<file path="config.mk">
export PLATFORM = sky130hd
export DESIGN_NAME = serializer
export DESIGN_NICKNAME = d
export VERILOG_FILES = /design/src/rtl/serializer.sv
export SDC_FILE = /design/constraint.sdc
export NUM_CORES = 1
export LEC_CHECK = 0
export CELL_PAD_IN_SITES_DETAIL_PLACEMENT = 1
export CELL_PAD_IN_SITES_GLOBAL_PLACEMENT = 2
export CORE_MARGIN = 3
export CORE_UTILIZATION = 35
export CTS_CLUSTER_SIZE = 10
export DETAILED_ROUTE_END_ITERATION = 12
export PLACE_DENSITY_LB_ADDON = 0.1
export SLEW_MARGIN = 15
export SYNTH_ARGS = -nofsm -noshare
export SYNTH_HDL_FRONTEND = slang
export SYNTH_SLANG_ARGS = --single-unit
</file>
<file path="constraint.sdc">
create_clock -name iClk -period 2.75 [get_ports iClk]
set_input_delay 0.55 -clock iClk [delete_from_list [all_inputs] [get_ports iClk]]
set_output_delay 0.55 -clock iClk [all_outputs]
set_load 0.02 [all_outputs]
</file>
<file path="src/rtl/serializer.sv">
// -----------------------------------------------------------------------------
// serializer
//
// Parallel-to-serial transmitter for the XOR cipher datapath. A DATA_SIZE-bit
// word is captured on an accepted start strobe and shifted out one bit per
// iEn strobe. The serial data is framed by oLoading, which the matching
// deserializer consumes directly.
//
// Configuration macro:
//   SERIALIZER_LSB_FIRST_EN  defined   -> LSB first, shift register moves right
//                            undefined -> MSB first (default), moves left
//
// Parameters:
//   DATA_SIZE     word width in bits (>= 2)
//
// Ports:
//   iClk          clock, rising edge
//   iRst          asynchronous reset, active-low
//   iEn           bit-rate enable shared with the receiver
//   iStart        load request, honoured only in IDLE
//   iData         word to transmit, captured on the accepting edge
//   oData_out     registered serial bit, 0 outside SHIFT
//   oLoading      registered frame valid, high only in SHIFT
//   oBusy         high in SHIFT and DONE
//   oDone         one-cycle pulse marking the end of a frame
//   oBit_counter  number of bits the receiver has already consumed
// -----------------------------------------------------------------------------
module serializer #(
    parameter int DATA_SIZE = 32
) (
    input  logic                         iClk,
    input  logic                         iRst,
    input  logic                         iEn,
    input  logic                         iStart,
    input  logic [DATA_SIZE-1:0]         iData,
    output logic                         oData_out,
    output logic                         oLoading,
    output logic                         oBusy,
    output logic                         oDone,
    output logic [$clog2(DATA_SIZE):0]   oBit_counter
);

    // One extra bit so that DATA_SIZE itself fits without wrapping.
    localparam int CW = $clog2(DATA_SIZE) + 1;

    localparam logic [CW-1:0] LAST_IDX = CW'(DATA_SIZE - 1);
    localparam logic [CW-1:0] FULL_CNT = CW'(DATA_SIZE);

    localparam logic [1:0] IDLE  = 2'd0;
    localparam logic [1:0] SHIFT = 2'd1;
    localparam logic [1:0] DONE  = 2'd2;

    logic [1:0]           state;
    logic [DATA_SIZE-1:0] shift_reg;
    logic [CW-1:0]        counter;

    // Bit-order helpers: the first bit driven on acceptance, the bit that
    // follows the current one, and the register after one shift.
`ifdef SERIALIZER_LSB_FIRST_EN
    function automatic logic firstBit(input logic [DATA_SIZE-1:0] word);
        return word[0];
    endfunction

    function automatic logic nextBit(input logic [DATA_SIZE-1:0] word);
        return word[1];
    endfunction

    function automatic logic [DATA_SIZE-1:0] shiftOnce(input logic [DATA_SIZE-1:0] word);
        return {1'b0, word[DATA_SIZE-1:1]};
    endfunction
`else
    function automatic logic firstBit(input logic [DATA_SIZE-1:0] word);
        return word[DATA_SIZE-1];
    endfunction

    function automatic logic nextBit(input logic [DATA_SIZE-1:0] word);
        return word[DATA_SIZE-2];
    endfunction

    function automatic logic [DATA_SIZE-1:0] shiftOnce(input logic [DATA_SIZE-1:0] word);
        return {word[DATA_SIZE-2:0], 1'b0};
    endfunction
`endif

    always_ff @(posedge iClk or negedge iRst) begin
        if (!iRst) begin
            state        <= IDLE;
            shift_reg    <= '0;
            counter      <= '0;
            oData_out    <= 1'b0;
            oLoading     <= 1'b0;
            oBusy        <= 1'b0;
            oDone        <= 1'b0;
            oBit_counter <= '0;
        end else begin
            case (state)
                IDLE: begin
                    // iEn is deliberately not looked at here: the accepting
                    // edge only presents the first bit, it never consumes one.
                    if (iStart) begin
                        shift_reg    <= iData;
                        counter      <= '0;
                        oBit_counter <= '0;
                        oData_out    <= firstBit(iData);
                        oLoading     <= 1'b1;
                        oBusy        <= 1'b1;
                        state        <= SHIFT;
                    end
                end

                SHIFT: begin
                    // Each iEn edge is the receiver's sample point for the
                    // bit currently on oData_out.
                    if (iEn) begin
                        if (counter == LAST_IDX) begin
                            oBit_counter <= FULL_CNT;
                            oLoading     <= 1'b0;
                            oData_out    <= 1'b0;
                            oDone        <= 1'b1;
                            state        <= DONE;
                        end else begin
                            shift_reg    <= shiftOnce(shift_reg);
                            oData_out    <= nextBit(shift_reg);
                            counter      <= counter + CW'(1);
                            oBit_counter <= oBit_counter + CW'(1);
                        end
                    end
                end

                DONE: begin
                    // Start requests here are dropped; the earliest new word
                    // is accepted one cycle after DONE.
                    oDone <= 1'b0;
                    oBusy <= 1'b0;
                    state <= IDLE;
                end

                default: begin
                    state <= IDLE;
                end
            endcase
        end
    end

endmodule

</file>
==> impl_metrics.tcl <==
set metrics [dict create \
    r2r_cells 6 \
    ir_worst_vdd_mv 0.251 \
    avgSynthCellArea_um2 13.1 \
    rsz0062_at_grt "no" \
    cp-endpoint "shift_reg[13]$_DFFE_PN0P_" \
    endpoint_kind "register" \
    synth-simple-area-share_pct 7.12 \
    root_buffer "clkbuf_8" \
    dp_hpwl_um 3900 \
    critPathKind "in -> reg" \
    holdBufCountCts 0 \
    wl_per_cell_um 16.1 \
    io_pins 46 \
    path_clk_slew_ns 0.09 \
    wl_met1_um 2480 \
    drive_gt1_share_pct 32.9 \
    synth.largest_area_cell "dfrtp_1" \
    cts_buffers 5 \
    fin_ws_ns 0.647 \
    synth_top_family_by_area "multiplexers" \
    first_pass_iters 4 \
    synthTopCellsByArea "dfrtp_1, mux2_2, mux2_4, xnor2_1, buf_6" \
    cts_resized 0 \
    row_count 30 \
    synth_fa_ha_area_share_pct 1.01 \
    fmax_ghz 0.475 \
    portBuffers 45 \
    start_kind "primary input" \
    grt.overflow.total 0 \
    first_iter_violations 43 \
    synthesis.nets 227 \
    slew_violations 0 \
    synth_xor_area_share_pct 1.77 \
    ys.flop_type "dfrtp_1" \
    period_needed_ns 2.10 \
    ys_async_sr_fraction_pct 100 \
    netlist-cell-type-count 39 \
    maxSlewHeadroom_pct 58.0 \
    dieArea_mm2 0.00813 \
    cts.sinks 49 \
    final-setup-viol-count 0 \
    hold_viol 0 \
    drt-vias-per-instance 4.96 \
    clock_path_buffers 2 \
    startpoint "iStart" \
    synth_edf_count 0 \
    antenna_found_initial 0 \
    dp_slack_ns 0.310 \
    grt_pass1_wl_um 9440 \
    routabilityCongestion 0.753 \
    synth-compound-area-share_pct 7.62 \
    area_delta_synth_final_pct 27.4 \
    ant_nets 0 \
    finalPower_mw 2.35 \
    yosys_warnings 0 \
    fp.dieW_um 90.2 \
    vias 1653 \
    timing.rr.start "counter[0]$_DFFE_PN0P_" \
    die_y_um 90.2 \
    cts_tree "built" \
    start_util_pct 36.3 \
    tns_ns 0 \
    coreArea_mm2 0.00683 \
    post_cts_buffers 0 \
    finalCritPeriodShare_pct 76.5 \
    diodes 0 \
    ys_ff_latch 49 \
    rr_endpoint "shift_reg[13]$_DFFE_PN0P_" \
    wl_met2_um 2660 \
    skew_ns 0.00304 \
    synthMuxAreaShare_pct 29.7 \
    cp.arrival_ns 2.29 \
    clkLatencyLatePin_ns 0.30 \
    status "finished, final reports clean" \
    route.detailed.drc 0 \
    crit_path_max_fanout 32 \
    cap_viol_max_count 0 \
    power_per_cell_area_mw_per_mm2 745 \
    cts.htree.levels 2 \
    tightest_slew_ns 0.624 \
    wl_met3_um 172 \
    grt_pass1_vias 1809 \
    synthCells 189 \
    wl_um 5350 \
    power.leakage_nw 1.43 \
    grt_usage_pct 14.0 \
    syn-cell-area_mm2 0.00248 \
    grt_max_degree 36 \
    yosys.area.top_type_share_pct 49.5 \
    required_ns 2.94 \
    hp-class "in -> async" \
    top_layer "met4" \
    r2r_slack_ns 0.68 \
    yosysSeqAreaShare_pct 49.5 \
    fin_nets 274 \
    largest_reg_flops 31 \
    synth_commonest_cells "dfrtp_1, mux2_2, mux2_4" \
]
==> worst max-delay path, cell delays in order <==
cell	delay [ns]
clkdlybuf4s50_1	0.56
mux2i_2	0.19
nor2_4	0.17
a21boi_4	0.22
buf_12	0.23
mux2_2	0.36
==> per-stage QoR <==
stage          hold WS [ns]  cell area, µm²  util (%)  std cells
3_5_place_dp          0.479            3040      44.5        325
5_1_grt               0.153            3160      46.2        333
3_3_place_gp          0.466            3040      44.5        325
6_report              0.137            3160      46.2        333
4_1_cts               0.142            3160      46.2        333
2_1_floorplan         0.254            2480         -        189
==> power breakdown <==
group | internal, mW | switching (mW) | total (mW)
Sequential | 0.935 | 0.153 | 1.09
Clock | 0.297 | 0.241 | 0.538
Combinational | 0.451 | 0.276 | 0.727
Total | 1.68 | 0.670 | 2.35
==> cell type report <==
type / count / area (µm²)
Fill cell: 734 / 3670
Sequential cell: 49 / 1230
Multi-Input combinational cell: 127 / 1180
Timing Repair Buffer: 50 / 508
Tap cell: 96 / 120
Clock buffer: 7 / 86.3
Clock inverter: 1 / 30.0
Inverter: 3 / 11.3
==> how the worst min path moves through the flow <==
stage,from,to,slack (ns),cells past startpoint
floorplan,iRst,counter[0]$_DFFE_PN0P_,0.25,0
global placement,iRst,shift_reg[23]$_DFFE_PN0P_,0.47,1
detailed placement,iRst,shift_reg[24]$_DFFE_PN0P_,0.48,1
CTS,iRst,shift_reg[24]$_DFFE_PN0P_,0.14,1
global route,iRst,counter[5]$_DFFE_PN0P_,0.15,1
finish,iRst,shift_reg[24]$_DFFE_PN0P_,0.14,1
==> routing by layer <==
metal  global-route usage (%)  vias to the layer above
met1                     18.8                      847
met5                        0                        -
met3                     3.43                        5
met4                     2.55                        0
li1                         -                      775
met2                     23.3                       26
==> layout by cell type (no fill, tap or decap), types with 2 or more instances in the layout <==
cell type and count:
ha_1 2, a21oi_1 5, nor2_1 7, buf_12 2
nor3_1 2, clkbuf_8 6, buf_4 3, inv_1 3
clkdlybuf4s50_1 44, nand2_1 6, o2bb2ai_1 3, and2_1 2
xnor2_1 5, mux2_4 10, dfrtp_1 49, a32o_1 2
mux2_2 49, o21ai_0 5, nor2b_1 3, a31oi_1 3
nand3_1 5
==> cell families after synthesis <==
kind of cell / after synthesis
simple gates: 33
xor+xnor: 5
flops: 49
buf+inv: 13
mux: 62
fa+ha+maj: 2
compound gates: 25
Note: power is estimated with default switching activity, not from simulation.
